### config.mk
export PLATFORM = sky130hd
export DESIGN_NAME = stack_call_ctrl
export DESIGN_NICKNAME = d
export VERILOG_FILES = /design/src/rtl/stack_pkg.sv /design/src/rtl/stack_call_ctrl.sv
export SDC_FILE = /design/constraint.sdc
export NUM_CORES = 1
export LEC_CHECK = 0
export CAP_MARGIN = 20
export CORE_UTILIZATION = 33
export CTS_BUF_LIST = sky130_fd_sc_hd__clkbuf_8
export DETAILED_ROUTE_END_ITERATION = 8
export HOLD_SLACK_MARGIN = 0.15
export PLACE_DENSITY = 0.59
export SKIP_CTS_REPAIR_TIMING = 1
export SLEW_MARGIN = 5
export SYNTH_ARGS = -nofsm -noshare
export SYNTH_HDL_FRONTEND = slang
export SYNTH_SLANG_ARGS = --single-unit
### constraint.sdc
create_clock -name clk -period 2.4 [get_ports clk]
set_input_delay 0.72 -clock clk [delete_from_list [all_inputs] [get_ports clk]]
set_output_delay 0.72 -clock clk [all_outputs]
set_load 0.005 [all_outputs]
### src/rtl/stack_pkg.sv
// Shared definitions for the stack call/return controller: FSM state
// encoding, fault codes and default stack-pointer bounds.
`timescale 1ns/1ps
package stack_pkg;

   // Controller states; the two-byte push and pop sequences each have their own states
   typedef enum logic [2:0] {
      IDLE    = 3'd0,
      PUSH_HI = 3'd1,
      PUSH_LO = 3'd2,
      POP_LO  = 3'd3,
      POP_HI  = 3'd4,
      POP_CAP = 3'd5,
      DONE    = 3'd6
   } state_e;

   // Fault codes reported on fault_code
   localparam logic [1:0] FAULT_NONE      = 2'b00;
   localparam logic [1:0] FAULT_OVERFLOW  = 2'b01;
   localparam logic [1:0] FAULT_UNDERFLOW = 2'b10;
   localparam logic [1:0] FAULT_CONFLICT  = 2'b11;

   // Default stack bounds: full downward range of a 16-bit pointer
   localparam logic [15:0] SP_LIMIT_DEFAULT = 16'h0000;
   localparam logic [15:0] SP_EMPTY_DEFAULT = 16'hFFFF;

endpackage

### src/rtl/stack_call_ctrl.sv
// Initiator-side controller for the byte-wide hardware stack. A call saves a
// 16-bit return address as two pushes (high byte first); a return pops two
// bytes (low byte first) and hands the reassembled address to the PC.
// The stack pointer is range-checked once, before any strobe is issued, so a
// rejected request never leaves half an address on the stack.
`timescale 1ns/1ps
module stack_call_ctrl
   import stack_pkg::*;
#(
   parameter logic [15:0] SP_LIMIT = SP_LIMIT_DEFAULT,
   parameter logic [15:0] SP_EMPTY = SP_EMPTY_DEFAULT
) (
   input  logic        clk,
   input  logic        reset,
   input  logic        call_req,
   input  logic        ret_req,
   input  logic [15:0] ret_addr_in,
   input  logic        fault_clr,
   input  logic [15:0] sp_ptr,
   input  logic [7:0]  sp_data_out,
   output logic        sp_enable,
   output logic        sp_decrement,
   output logic        sp_increment,
   output logic [7:0]  sp_data_in,
   output logic        busy,
   output logic        done,
   output logic        pc_load,
   output logic [15:0] pc_out,
   output logic        fault,
   output logic [1:0]  fault_code
);

   state_e      state_q;
   logic [15:0] retAddr_q;
   logic [7:0]  popLo_q;
   logic        spEnable_q;
   logic        spDecrement_q;
   logic        spIncrement_q;
   logic [7:0]  spDataIn_q;
   logic        busy_q;
   logic        done_q;
   logic        pcLoad_q;
   logic [15:0] pcOut_q;
   logic        fault_q;
   logic [1:0]  faultCode_q;

   logic [16:0] spWide;
   logic        overflow;
   logic        underflow;
   logic        faultHit;
   logic [1:0]  faultKind;

   // 17-bit compares so the +2 margins cannot wrap at either end of the range
   assign spWide    = {1'b0, sp_ptr};
   assign overflow  = spWide < ({1'b0, SP_LIMIT} + 17'd2);
   assign underflow = (spWide + 17'd2) > {1'b0, SP_EMPTY};

   // Decide whether a request seen in IDLE must be rejected, and with which code
   always_comb begin
      faultHit  = 1'b0;
      faultKind = FAULT_NONE;
      if (state_q == IDLE && !fault_q) begin
         if (call_req && ret_req) begin
            faultHit  = 1'b1;
            faultKind = FAULT_CONFLICT;
         end else if (call_req && overflow) begin
            faultHit  = 1'b1;
            faultKind = FAULT_OVERFLOW;
         end else if (ret_req && underflow) begin
            faultHit  = 1'b1;
            faultKind = FAULT_UNDERFLOW;
         end
      end
   end

   // Sequencer with registered outputs: each transition also loads the outputs of the state being entered
   always_ff @(posedge clk or negedge reset) begin
      if (!reset) begin
         state_q       <= IDLE;
         retAddr_q     <= 16'h0000;
         popLo_q       <= 8'h00;
         spEnable_q    <= 1'b0;
         spDecrement_q <= 1'b0;
         spIncrement_q <= 1'b0;
         spDataIn_q    <= 8'h00;
         busy_q        <= 1'b0;
         done_q        <= 1'b0;
         pcLoad_q      <= 1'b0;
         pcOut_q       <= 16'h0000;
         fault_q       <= 1'b0;
         faultCode_q   <= FAULT_NONE;
      end else begin
         spEnable_q    <= 1'b0;
         spDecrement_q <= 1'b0;
         spIncrement_q <= 1'b0;
         spDataIn_q    <= 8'h00;
         busy_q        <= 1'b1;
         done_q        <= 1'b0;
         pcLoad_q      <= 1'b0;

         if (fault_clr) begin
            fault_q     <= 1'b0;
            faultCode_q <= FAULT_NONE;
         end else if (faultHit) begin
            fault_q     <= 1'b1;
            faultCode_q <= faultKind;
         end

         unique case (state_q)
            IDLE: begin
               busy_q <= 1'b0;
               if (!fault_q && !faultHit && call_req) begin
                  retAddr_q     <= ret_addr_in;
                  state_q       <= PUSH_HI;
                  spEnable_q    <= 1'b1;
                  spDecrement_q <= 1'b1;
                  spDataIn_q    <= ret_addr_in[15:8];
                  busy_q        <= 1'b1;
               end else if (!fault_q && !faultHit && ret_req) begin
                  state_q       <= POP_LO;
                  spEnable_q    <= 1'b1;
                  spIncrement_q <= 1'b1;
                  busy_q        <= 1'b1;
               end
            end
            PUSH_HI: begin
               state_q       <= PUSH_LO;
               spEnable_q    <= 1'b1;
               spDecrement_q <= 1'b1;
               spDataIn_q    <= retAddr_q[7:0];
            end
            PUSH_LO: begin
               state_q <= DONE;
               done_q  <= 1'b1;
            end
            POP_LO: begin
               state_q       <= POP_HI;
               spEnable_q    <= 1'b1;
               spIncrement_q <= 1'b1;
            end
            POP_HI: begin
               popLo_q <= sp_data_out;
               state_q <= POP_CAP;
            end
            POP_CAP: begin
               pcOut_q  <= {sp_data_out, popLo_q};
               state_q  <= DONE;
               done_q   <= 1'b1;
               pcLoad_q <= 1'b1;
            end
            DONE: begin
               state_q <= IDLE;
               busy_q  <= 1'b0;
            end
            default: begin
               state_q <= IDLE;
               busy_q  <= 1'b0;
            end
         endcase
      end
   end

   assign sp_enable    = spEnable_q;
   assign sp_decrement = spDecrement_q;
   assign sp_increment = spIncrement_q;
   assign sp_data_in   = spDataIn_q;
   assign busy         = busy_q;
   assign done         = done_q;
   assign pc_load      = pcLoad_q;
   assign pc_out       = pcOut_q;
   assign fault        = fault_q;
   assign fault_code   = faultCode_q;

endmodule

==> run summary <==
Synth unique cells - 43
Die Ht - 86.0 um
CTS HTree Levels - 2
Max-cap violations - 0
Vias in the first global route - 1831
Clk_skew - 0.00291 ns
Asr flop ratio synth - 100%
Overall power - 3.38 mW
CP Data Required Time - 2.61 ns
Gr usage total - 13.8%
Worst Tran Pin Value - 0.640 ns
Share of layout cells above drive strength 1 - 28.9%
Port Buffers - 77
Final wirelength - 4850 um
Mapped Nets - 230
Vias - 1834
Final cycle utilization of the critical path - 92.4%
Diode count - 0
DP Wirelength - 3630 um
Slew Limit Fails - 0
CTS buffer count - 5
Post-synthesis instance area - 2330 sq um
Grt total ovfl - 0
Cell Rows - 30
Setup crit start - sp_ptr[4]
Syn Inst Count - 183
Area occupied by multi-input gates - 983 sq um
R2r setup slk - 0.71 ns
Hold path endpoint - sp_data_in[3]
Fmax - 451 MHz
EDFF count, synth - 0
Clock-pin slew on the worst setup and hold paths - 0.09 ns
Post-route design area - 3540 sq um
Die W - 86.0 um
Gpl congestion - 0.793
WL/cell - 12.4 um
Pwr dens - 953 nW/um^2
HP Class - reg2reg
Fillers - 614
Pleak - 1.49 nW
Worst VDD drop - 0.000283 V
Yosys warning count - 0
Area post-placement - 3390 sq um
CP endpoint kind - register
Max FO, Critical Path - 6
Clk_lat worst skew - 0.29 ns
Top FF cell, synth - dfrtp_1
Syn avg cell area - 12.7 sq um
Worst R2R End - retAddr_q[0]
Initial Utilization - 34.3%
Startpoint Class - input pin
Largest net degree at the start of global routing - 53
Initial antenna violation count - 0
Register area - 1300 sq um
Setup TNS - 0 ns
Slew HR - 57.3%
Post-route insts no fill - 390
Final setup vio count - 0
First-pass GRT wire length - 8200 um
RSZ-0062 raised after global routing - false
Core region area - 6790 sq um
Pre-Repair DR Iteration Count - 4
Die area - 7400 sq um
Outcome - finished clean
Synth-to-Final Area Change - 52.1%
Fin crit period - 2.22 ns
DRC - 0
CTS tree - done
First DRT Iteration DRCs - 73
Ports - 78
Final hold violations - 0
Sequential share of the synthesized area - 55.9%
Worst-case reg-to-reg path depth - 4
Routed Antenna Nets - 0
Vias/cell - 4.70
Final net count - 340
CP arrival - 2.42 ns
Hold wc startpoint - retAddr_q[3]
TritonCTS sink count - 52
WS Path Type - in2reg
Clock buffer depth - 2
DP Cell Count - 379
Seq cells post-synth - 52
CTS root buf - clkbuf_8
Worst r2r src - state_q[2]
Worst Hold Depth - 1
## through the flow
stage	worst slack, ns	util, %	hold slack [ns]
finish	0.183	52.2	0.503
global route	0.112	52.2	0.527
CTS	-0.107	51.3	0.510
detailed placement	-0.423	49.9	0.488
global placement	-0.386	49.9	0.478
floorplan	0.422	-	0.424
## kinds of logic (layout without fill, tap and decap cells)
| kind of cell | after synthesis | in the layout | share of synthesized area, % |
|---|---|---|---|
| DFF | 52 | 52 | 55.9 |
| and+or+nand+nor | 51 | 51 | 13.7 |
| muxes | 32 | 32 | 15.6 |
| AOI/OAI and AO/OA | 30 | 30 | 9.77 |
| buffers and inverters | 13 | 124 | 2.85 |
| xor gates and xnor gates | 3 | 3 | 1.13 |
| adders and majority gates | 2 | 2 | 1.07 |
## final cells by class
type,instances,area share (%)
clock inverter,2,0.318
inverter,8,0.847
sequential,52,36.7
tap,96,3.39
timing repair buffer,108,28.7
clock buffer,6,2.33
multi-input combinational,118,27.7
## metal layers
layer	routed length [um]	GRT usage, %	vias up
met5	0	0	-
met4	56	4.39	0
met3	227	2.41	6
met2	2330	23.7	57
met1	2230	17.7	869
li1	-	-	902
## sequential cells by signal (all words and copies together), names as in the netlist
register / count
pc_out: 16
popLo_q: 8
retAddr_q: 8
sp_data_in: 8
state_q: 3
fault_code: 2
busy: 1
done: 1
fault: 1
pc_load: 1
sp_decrement: 1
sp_enable: 1
sp_increment: 1
## cells in the mapped netlist, types with 2 or more instances
master,number,area share [%]
mux2_2,31,15
o211ai_1,2,0.64
buf_2,2,0.43
dfrtp_1,52,56
nor4_1,4,1.1
nor3_1,3,0.64
xnor2_1,2,0.75
ha_1,2,1.1
nand3_1,3,0.64
buf_6,2,0.97
nand4_1,8,2.1
nand2b_1,2,0.54
inv_1,8,1.3
nor3_2,2,0.86
nor2_1,9,1.4
a22o_1,7,2.6
nand2_1,11,1.8
o21ai_0,3,0.64
a21oi_1,6,1.3
## critical path, stage by stage
cell	delay, ns
clkdlybuf4s50_1	0.44
buf_4	0.17
nand4_1	0.09
nor4_1	0.05
buf_4	0.14
a2111oi_2	0.40
o31ai_1	0.15
a211oi_1	0.25
## placed cells by master (no fill, tap or decap), types with 2 or more instances in the layout
| cell type | instances |
|---|---|
| nand4_1 | 8 |
| nand2b_1 | 2 |
| mux2_2 | 31 |
| o21ai_0 | 3 |
| clkdlybuf4s50_1 | 74 |
| a21oi_1 | 6 |
| nor3_1 | 3 |
| nor3_2 | 2 |
| o211ai_1 | 2 |
| inv_1 | 9 |
| nand3_1 | 3 |
| nor4_1 | 4 |
| dlymetal6s2s_1 | 2 |
| a22o_1 | 7 |
| clkbuf_8 | 6 |
| nor2_1 | 9 |
| buf_4 | 30 |
| nand2_1 | 11 |
| dfrtp_1 | 52 |
## how the worst max path moves through the flow
stage                         endpoint  slack (ns)  depth (start not counted)
final                       state_q[0]        0.18                          8
after detailed placement  retAddr_q[4]       -0.42                          5
after floorplan           retAddr_q[7]        0.42                          5
after CTS                 retAddr_q[0]       -0.11                          5
after global placement    retAddr_q[3]       -0.39                          5
after global routing        state_q[0]        0.11                          8
## power breakdown
group	total [mW]	switching (mW)	internal, mW
clock network	0.496	0.266	0.230
logic	1.45	0.518	0.935
registers	1.43	0.174	1.26
(Power assumes the default switching activity.)
